<file path="config.mk">
export PLATFORM = sky130hd
export DESIGN_NAME = fsm_seq_driver_flat
export DESIGN_NICKNAME = d
export VERILOG_FILES = /design/src/rtl/fsm_chk_pkg.sv /design/src/rtl/fsm_seq_driver_if.sv /design/src/rtl/fsm_seq_driver_step_timer.sv /design/src/rtl/fsm_seq_driver.sv /design/src/flat_wrapper.sv
export SDC_FILE = /design/constraint.sdc
export NUM_CORES = 1
export LEC_CHECK = 0
export ABC_AREA = 1
export CAP_MARGIN = 10
export CORE_ASPECT_RATIO = 0.75
export CORE_MARGIN = 10
export CORE_UTILIZATION = 50
export DETAILED_ROUTE_END_ITERATION = 10
export MAX_ROUTING_LAYER = met4
export PLACE_DENSITY_LB_ADDON = 0.3
export SLEW_MARGIN = 20
export SYNTH_ARGS = -nofsm -noshare
export SYNTH_HDL_FRONTEND = slang
export SYNTH_HIERARCHICAL = 1
export SYNTH_SLANG_ARGS = --single-unit
</file>
<file path="constraint.sdc">
create_clock -name clk -period 4 [get_ports clk]
set_clock_uncertainty 0.2 [all_clocks]
set_input_delay 0.8 -clock clk [delete_from_list [all_inputs] [get_ports clk]]
set_output_delay 0.8 -clock clk [all_outputs]
set_load 0.005 [all_outputs]
</file>
<file path="src/rtl/fsm_chk_pkg.sv">
// Shared types and stimulus vectors for the fsm/top handshake driver and its benches.
// Vectors are packed {a, b, c, d}.
package fsm_chk_pkg;

  typedef enum logic [3:0] {
    StIdle,
    StZero,
    StGoS2,
    StGoS3,
    StWaitFin,
    StRecB,
    StRecD,
    StDone,
    StFail
  } drv_state_t;

  // Target state encoding, shared so benches can model or preload the target.
  typedef enum logic [2:0] {
    TgtInit,
    TgtS0,
    TgtS1,
    TgtS2,
    TgtS3
  } state_t;

  localparam logic [3:0] VEC_ZERO = 4'b0000;
  localparam logic [3:0] VEC_A    = 4'b1000;
  localparam logic [3:0] VEC_B    = 4'b0100;
  localparam logic [3:0] VEC_C    = 4'b0010;
  localparam logic [3:0] VEC_D    = 4'b0001;

  function automatic logic [3:0] state_vec(drv_state_t s);
    case (s)
      StGoS2:            return VEC_C;
      StGoS3, StWaitFin: return VEC_A;
      StRecB:            return VEC_B;
      StRecD:            return VEC_D;
      default:           return VEC_ZERO;
    endcase
  endfunction

endpackage

</file>
<file path="src/rtl/fsm_seq_driver_if.sv">
// Handshake bundle between the sequence driver (master) and the target/harness side (slave).
interface fsm_seq_driver_if;
  logic       start;
  logic       finished;
  logic       a;
  logic       b;
  logic       c;
  logic       d;
  logic       busy;
  logic       done;
  logic       err;
  logic [3:0] retry_cnt;

  modport master (
    input  start, finished,
    output a, b, c, d, busy, done, err, retry_cnt
  );

  modport slave (
    output start, finished,
    input  a, b, c, d, busy, done, err, retry_cnt
  );
endinterface

</file>
<file path="src/rtl/fsm_seq_driver_step_timer.sv">
// Loadable down-counter with a zero flag; holds at zero once expired.
module step_timer #(
  parameter int unsigned Width = 8
) (
  input  logic             clk,
  input  logic             rst,
  input  logic             load,
  input  logic [Width-1:0] load_val,
  input  logic             en,
  output logic             zero
);

  logic [Width-1:0] count_q;

  always_ff @(posedge clk) begin
    if (!rst) begin
      count_q <= '0;
    end else if (load) begin
      count_q <= load_val;
    end else if (en && (count_q != '0)) begin
      count_q <= count_q - Width'(1);
    end
  end

  assign zero = (count_q == '0);

endmodule

</file>
<file path="src/rtl/fsm_seq_driver.sv">
// Walks the target INIT->S0->S2->S3, waits for finished under a watchdog, and
// recovers through S1 (b then d) with a bounded number of retries.
module fsm_seq_driver
  import fsm_chk_pkg::*;
#(
  parameter int unsigned STEP_CYC  = 2,
  parameter int unsigned TIMEOUT   = 16,
  parameter int unsigned MAX_RETRY = 3
) (
  input  logic                 clk,
  input  logic                 rst,
  fsm_seq_driver_if.master     bus
);

  drv_state_t state_q, state_d;
  logic [3:0] vec_q;
  logic       busy_q, done_q, err_q;
  logic [3:0] rc_q, rc_d;
  logic       state_chg;
  logic       step_zero, tmo_zero;

  always_comb begin
    state_d = state_q;
    rc_d    = rc_q;
    unique case (state_q)
      StIdle: begin
        if (bus.start) begin
          state_d = StZero;
          rc_d    = 4'd0;
        end
      end
      StZero:  if (step_zero) state_d = StGoS2;
      StGoS2:  if (step_zero) state_d = StGoS3;
      StGoS3: begin
        if (bus.finished)   state_d = StDone;
        else if (step_zero) state_d = StWaitFin;
      end
      StWaitFin: begin
        if (bus.finished) begin
          state_d = StDone;
        end else if (tmo_zero) begin
          state_d = (32'(rc_q) < MAX_RETRY) ? StRecB : StFail;
        end
      end
      StRecB:  if (step_zero) state_d = StRecD;
      StRecD: begin
        if (step_zero) begin
          state_d = StZero;
          rc_d    = (rc_q == 4'd15) ? rc_q : rc_q + 4'd1;
        end
      end
      StDone, StFail: state_d = StIdle;
      default:        state_d = StIdle;
    endcase
  end

  assign state_chg = (state_d != state_q);

  // Reloading on every transition makes each held state last exactly STEP_CYC cycles.
  step_timer #(
    .Width (8)
  ) u_step_timer (
    .clk      (clk),
    .rst      (rst),
    .load     (state_chg),
    .load_val (8'(STEP_CYC - 1)),
    .en       (1'b1),
    .zero     (step_zero)
  );

  step_timer #(
    .Width (16)
  ) u_tmo_timer (
    .clk      (clk),
    .rst      (rst),
    .load     (state_chg && (state_d == StWaitFin)),
    .load_val (16'(TIMEOUT - 1)),
    .en       (state_q == StWaitFin),
    .zero     (tmo_zero)
  );

  // Outputs are decoded from the next state so they line up with the registered state.
  always_ff @(posedge clk) begin
    if (!rst) begin
      state_q <= StIdle;
      vec_q   <= VEC_ZERO;
      busy_q  <= 1'b0;
      done_q  <= 1'b0;
      err_q   <= 1'b0;
      rc_q    <= 4'd0;
    end else begin
      state_q <= state_d;
      vec_q   <= state_vec(state_d);
      busy_q  <= (state_d != StIdle);
      done_q  <= (state_d == StDone);
      err_q   <= (state_d == StFail);
      rc_q    <= rc_d;
    end
  end

  assign bus.a         = vec_q[3];
  assign bus.b         = vec_q[2];
  assign bus.c         = vec_q[1];
  assign bus.d         = vec_q[0];
  assign bus.busy      = busy_q;
  assign bus.done      = done_q;
  assign bus.err       = err_q;
  assign bus.retry_cnt = rc_q;

endmodule

</file>
<file path="src/flat_wrapper.sv">
// flat-port wrapper written by rule: the top's interface ports become plain ports
module fsm_seq_driver_flat import fsm_chk_pkg::*;
#(
  parameter int unsigned STEP_CYC  = 2,
  parameter int unsigned TIMEOUT   = 16,
  parameter int unsigned MAX_RETRY = 3
)
  (clk, rst, bus_start, bus_finished, bus_a, bus_b, bus_c, bus_d, bus_busy, bus_done, bus_err, bus_retry_cnt);
  fsm_seq_driver_if bus_i ();
  input  logic clk;
  input  logic rst;
  input wire logic [$bits(bus_i.start)-1:0] bus_start;
  input wire logic [$bits(bus_i.finished)-1:0] bus_finished;
  output wire logic [$bits(bus_i.a)-1:0] bus_a;
  output wire logic [$bits(bus_i.b)-1:0] bus_b;
  output wire logic [$bits(bus_i.c)-1:0] bus_c;
  output wire logic [$bits(bus_i.d)-1:0] bus_d;
  output wire logic [$bits(bus_i.busy)-1:0] bus_busy;
  output wire logic [$bits(bus_i.done)-1:0] bus_done;
  output wire logic [$bits(bus_i.err)-1:0] bus_err;
  output wire logic [$bits(bus_i.retry_cnt)-1:0] bus_retry_cnt;
  assign bus_i.start = bus_start;
  assign bus_i.finished = bus_finished;
  assign bus_a = bus_i.a;
  assign bus_b = bus_i.b;
  assign bus_c = bus_i.c;
  assign bus_d = bus_i.d;
  assign bus_busy = bus_i.busy;
  assign bus_done = bus_i.done;
  assign bus_err = bus_i.err;
  assign bus_retry_cnt = bus_i.retry_cnt;
  fsm_seq_driver #(.STEP_CYC(STEP_CYC), .TIMEOUT(TIMEOUT), .MAX_RETRY(MAX_RETRY)) u_core (.clk(clk), .rst(rst), .bus(bus_i));
endmodule
</file>
==> run_results.csv <==
group,metric,value,unit
run_status,status,"finished, final reports clean",
hold_path,holdCritPathClass,"reg2reg",
detailed_routing,antenna_left,0,
detailed_routing,vias,2682,
grt,first_global_vias,2400,
detailed_routing,first_pass_iters,4,
cts,insertion_delay,300,ps
worst_setup_path,r2r_cells,21,
cts,clock-root-buffer,"clkbuf_8",
power_and_ir_drop,p_per_area,558,nW/um^2
timing,slew_violations,0,
worst_setup_path,arrival,3520,ps
power_and_ir_drop,internal_power,0.933,mW
worst_setup_path,cp-end-kind,"flip-flop",
power_and_ir_drop,power_switching,0.780,mW
power_and_ir_drop,switching_share,45.5,%
timing,fin_crit,3470,ps
timing,hold_slack,297,ps
cells_and_area,syn_to_final_growth,16.4,%
grt,antenna_found_initial,0,
synthesis,yosysSeqAreaShare,29.6,%
floorplanning,pin_count,15,
hold_path,hold-path-cell-count,2,
floorplanning,die_area,8610,sq um
cts,cts_resized,0,
detailed_routing,drtIter0Drc,147,
cts,clkSinkCount,39,
cts,clk_pin_slew,80,ps
timing,setup_tns,0,ps
synthesis,synth_area_leaders,"dfxtp_1, nand2_1, nor2_1",
synthesis,synth_cell_type_count,32,
grt,grt_pass1_wl,10.6,mm
grt,grt_use_total,14.5,%
placed_design,numPortBuffers,14,
cells_and_area,num_antenna_cells,0,
synthesis,ys_seq_elements,39,
cells_and_area,drive_gt1_share,11.0,%
grt,overflow,0,
cts,post_cts_buffers,0,
floorplanning,rows,22,
timing,max_freq,0.288,GHz
detailed_routing,routed_wl,5.99,mm
worst_setup_path,r2r_start,"u_core/u_tmo_timer/count_q[0]$_SDFFE_PN0P_",
cells_and_area,multi_input_area,1740,sq um
cts,clockBufferDepth,2,
power_and_ir_drop,power_frac_comb,50.6,%
power_and_ir_drop,clkPwrFrac,19.5,%
floorplanning,die_x,104,microns
worst_setup_path,r2r_slack,530,ps
worst_setup_path,worstSetupStartpointType,"flip-flop",
detailed_routing,vias_per_cell,4.77,
timing,finalHoldViolations,0,
cells_and_area,nNetsFinal,497,
synthesis,synthDominantCellAreaShare,29.6,%
worst_setup_path,worstPathRequired,4040,ps
hold_path,holdCritStartpoint,"u_core/u_step_timer/count_q[0]$_SDFFE_PN0P_",
synthesis,synth_top_area_cell,"dfxtp_1",
floorplanning,dieHeight,82.9,microns
power_and_ir_drop,pwr-share-seq,29.9,%
worst_setup_path,r2r-end,"u_core/u_tmo_timer/count_q[15]$_SDFFE_PN0P_",
synthesis,yosys_warnings,6,
grt,grt_max_degree,15,
synthesis,syn-cell-area,2640,sq um
detailed_routing,drc,0,
floorplanning,core_area,5010,sq um
worst_setup_path,crit_chain,"inv_1 > ha_1 > inv_1 > nor2_1 > nand3_1 > nor2_1 > nand2_1 > nor4_2 > nand3_1 > nand2_1 > nor2_1 > nor3_1 > nand2_1 > nor2_1 > a21oi_2 > inv_1 > buf_4 > nor2_1 > nor2_1 > o21ai_0 > nor2_1",
cells_and_area,register_area,781,sq um
placed_design,gp_congestion,0.945,
cts,cts_tree,"done",
cts,hold_buffers,0,
worst_setup_path,max_stage_delay,330,ps
worst_setup_path,cpMaxStageDelayCell,"dfxtp_1",
worst_setup_path,crit_type,"reg2reg",
run,maxCapViolCount,0,
synthesis,synth_cells,446,
power_and_ir_drop,p_leak,1.59,nW
cts,cts_inserted_buffers,5,
hold_path,min_to,"u_core/u_step_timer/count_q[0]$_SDFFE_PN0P_",
worst_setup_path,cp_max_fo,14,
timing,setup_viol,0,
floorplanning,start_util,52.6,%
cells_and_area,nFillCells,482,
power_and_ir_drop,peakVddDrop,450,uV
cts,h-tree-depth,2,
placed_design,dp_hpwl,4.56,mm
detailed_routing,wire_per_inst,10.6,microns
synthesis,avgSynthCellArea,5.91,sq um
worst_setup_path,crit_top_cell,"nor2_1",
timing,finalCritPeriodShare,86.8,%
[per-stage QoR]
stage	cells	utilization, %	worst slack (ps)	area [sq um]	total power [mW]
3_5_place_dp	554	58.7	338	2940	1.37
3_3_place_gp	554	58.7	454	2940	1.35
6_report	562	61.3	527	3070	1.71
5_1_grt	562	61.3	-15.1	3070	1.88
2_1_floorplan	471	-	801	2730	1.19
4_1_cts	562	60.9	297	3050	1.71
[logic make-up (layout without fill, tap and decap cells)]
group | count (synthesis) | count (layout) | synth area share [%]
AND/OR/NAND/NOR | 305 | 305 | 51.2
XOR/XNOR | 3 | 3 | 0.996
AO/OA/AOI/OAI | 36 | 36 | 7.16
other | 2 | 27 | 0.285
buffers and inverters | 57 | 76 | 8.82
flip-flops | 39 | 39 | 29.6
adder cells (fa/ha/maj) | 4 | 4 | 1.90
[flip-flops by register name (all words and copies together) (netlist names)]
name	flops
u_core/bus.busy	1
u_core/bus.done	1
u_core/bus.err	1
u_core/bus.retry_cnt	4
u_core/state_q	4
u_core/u_step_timer/count_q	8
u_core/u_tmo_timer/count_q	16
u_core/vec_q	4
[worst max path at each step]
| stage | to | cells after the start | start | slack (ps) |
|---|---|---|---|---|
| 4_1_cts | u_core/u_tmo_timer/count_q[8]$_SDFFE_PN0P_ | 20 | u_core/u_tmo_timer/count_q[0]$_SDFFE_PN0P_ | 300 |
| 3_5_place_dp | u_core/u_tmo_timer/count_q[2]$_SDFFE_PN0P_ | 19 | u_core/u_tmo_timer/count_q[0]$_SDFFE_PN0P_ | 340 |
| 2_1_floorplan | u_core/u_tmo_timer/count_q[13]$_SDFFE_PN0P_ | 19 | u_core/u_tmo_timer/count_q[0]$_SDFFE_PN0P_ | 800 |
| 3_3_place_gp | u_core/u_tmo_timer/count_q[2]$_SDFFE_PN0P_ | 19 | u_core/u_tmo_timer/count_q[0]$_SDFFE_PN0P_ | 450 |
| 5_1_grt | u_core/u_tmo_timer/count_q[4]$_SDFFE_PN0P_ | 21 | u_core/u_tmo_timer/count_q[0]$_SDFFE_PN0P_ | -20 |
| 6_report | u_core/u_tmo_timer/count_q[15]$_SDFFE_PN0P_ | 21 | u_core/u_tmo_timer/count_q[0]$_SDFFE_PN0P_ | 530 |
[cells in the mapped netlist, drive strengths merged]
master / number
a21oi: 13
a31oi: 1
and3: 1
buf: 4
clkbuf: 1
clkinv: 3
conb: 2
dfxtp: 39
ha: 4
inv: 49
nand2: 134
nand3: 42
nand3b: 1
nand4: 5
nor2: 112
nor3: 5
nor3b: 1
nor4: 2
o21ai: 22
or2: 2
xnor2: 2
xor2: 1
[power by group through the flow]
stage	Combinational [mW]	Clock (mW)	Sequential, mW
6_report	0.867	0.334	0.512
5_1_grt	1.00	0.358	0.521
4_1_cts	0.851	0.345	0.510
3_5_place_dp	0.848	0	0.519
3_3_place_gp	0.827	0	0.519
2_1_floorplan	0.686	0	0.504
[cells in the final DEF (no fill, tap or decap)]
master	synthesis	final
dfxtp_1	39	39
nor4_1	2	1
xnor2_1	2	2
nand3_4	0	1
clkinv_2	1	2
o21ai_0	18	18
nor3_1	5	5
nand3_1	39	39
o21ai_2	2	2
or2_2	2	2
conb_1	2	27
o21ai_1	2	2
a21oi_2	0	1
nor2_2	13	13
nand3b_1	1	1
nand2_1	123	123
nor3b_2	1	1
buf_4	0	2
nand2_2	7	7
bufinv_16	0	1
clkinv_4	0	1
nor2_1	97	97
ha_1	4	4
nand2_4	4	4
nor4_2	0	1
nand4_1	5	5
a21oi_1	13	12
inv_1	42	42
inv_2	7	7
and3_1	1	1
clkinv_1	2	2
a31oi_1	1	1
clkdlybuf4s50_1	0	14
nand3_2	3	2
nor2_4	2	2
xor2_1	1	1
clkbuf_8	0	5
[critical path, delay by kind of cell (launching register included)]
| family | cells | cell delay (ps) |
|---|---|---|
| AND/OR/NAND/NOR | 14 | 1730 |
| buffers and inverters | 4 | 700 |
| flip-flops | 1 | 330 |
| adder cells (fa/ha/maj) | 1 | 230 |
| AO/OA/AOI/OAI | 2 | 220 |
[per-layer routing]
metal / part of all wire (%) / up-vias / GRT usage (%)
met5: 0 / - / -
met4: 0.99 / 0 / 4.01
met3: 6.4 / 7 / 4.17
met2: 42 / 62 / 21.2
met1: 50 / 1155 / 19.0
li1: - / 1458 / -
[cell type report]
| type | instances | share of cell area, % |
|---|---|---|
| clock buffer | 5 | 2.24 |
| clock inverter | 3 | 1.43 |
| inverter | 52 | 6.40 |
| multi-input combinational | 375 | 56.5 |
| sequential | 39 | 25.4 |
| tap | 72 | 2.93 |
| timing repair buffer | 16 | 5.05 |
Note: power is estimated with default switching activity, not from simulation.
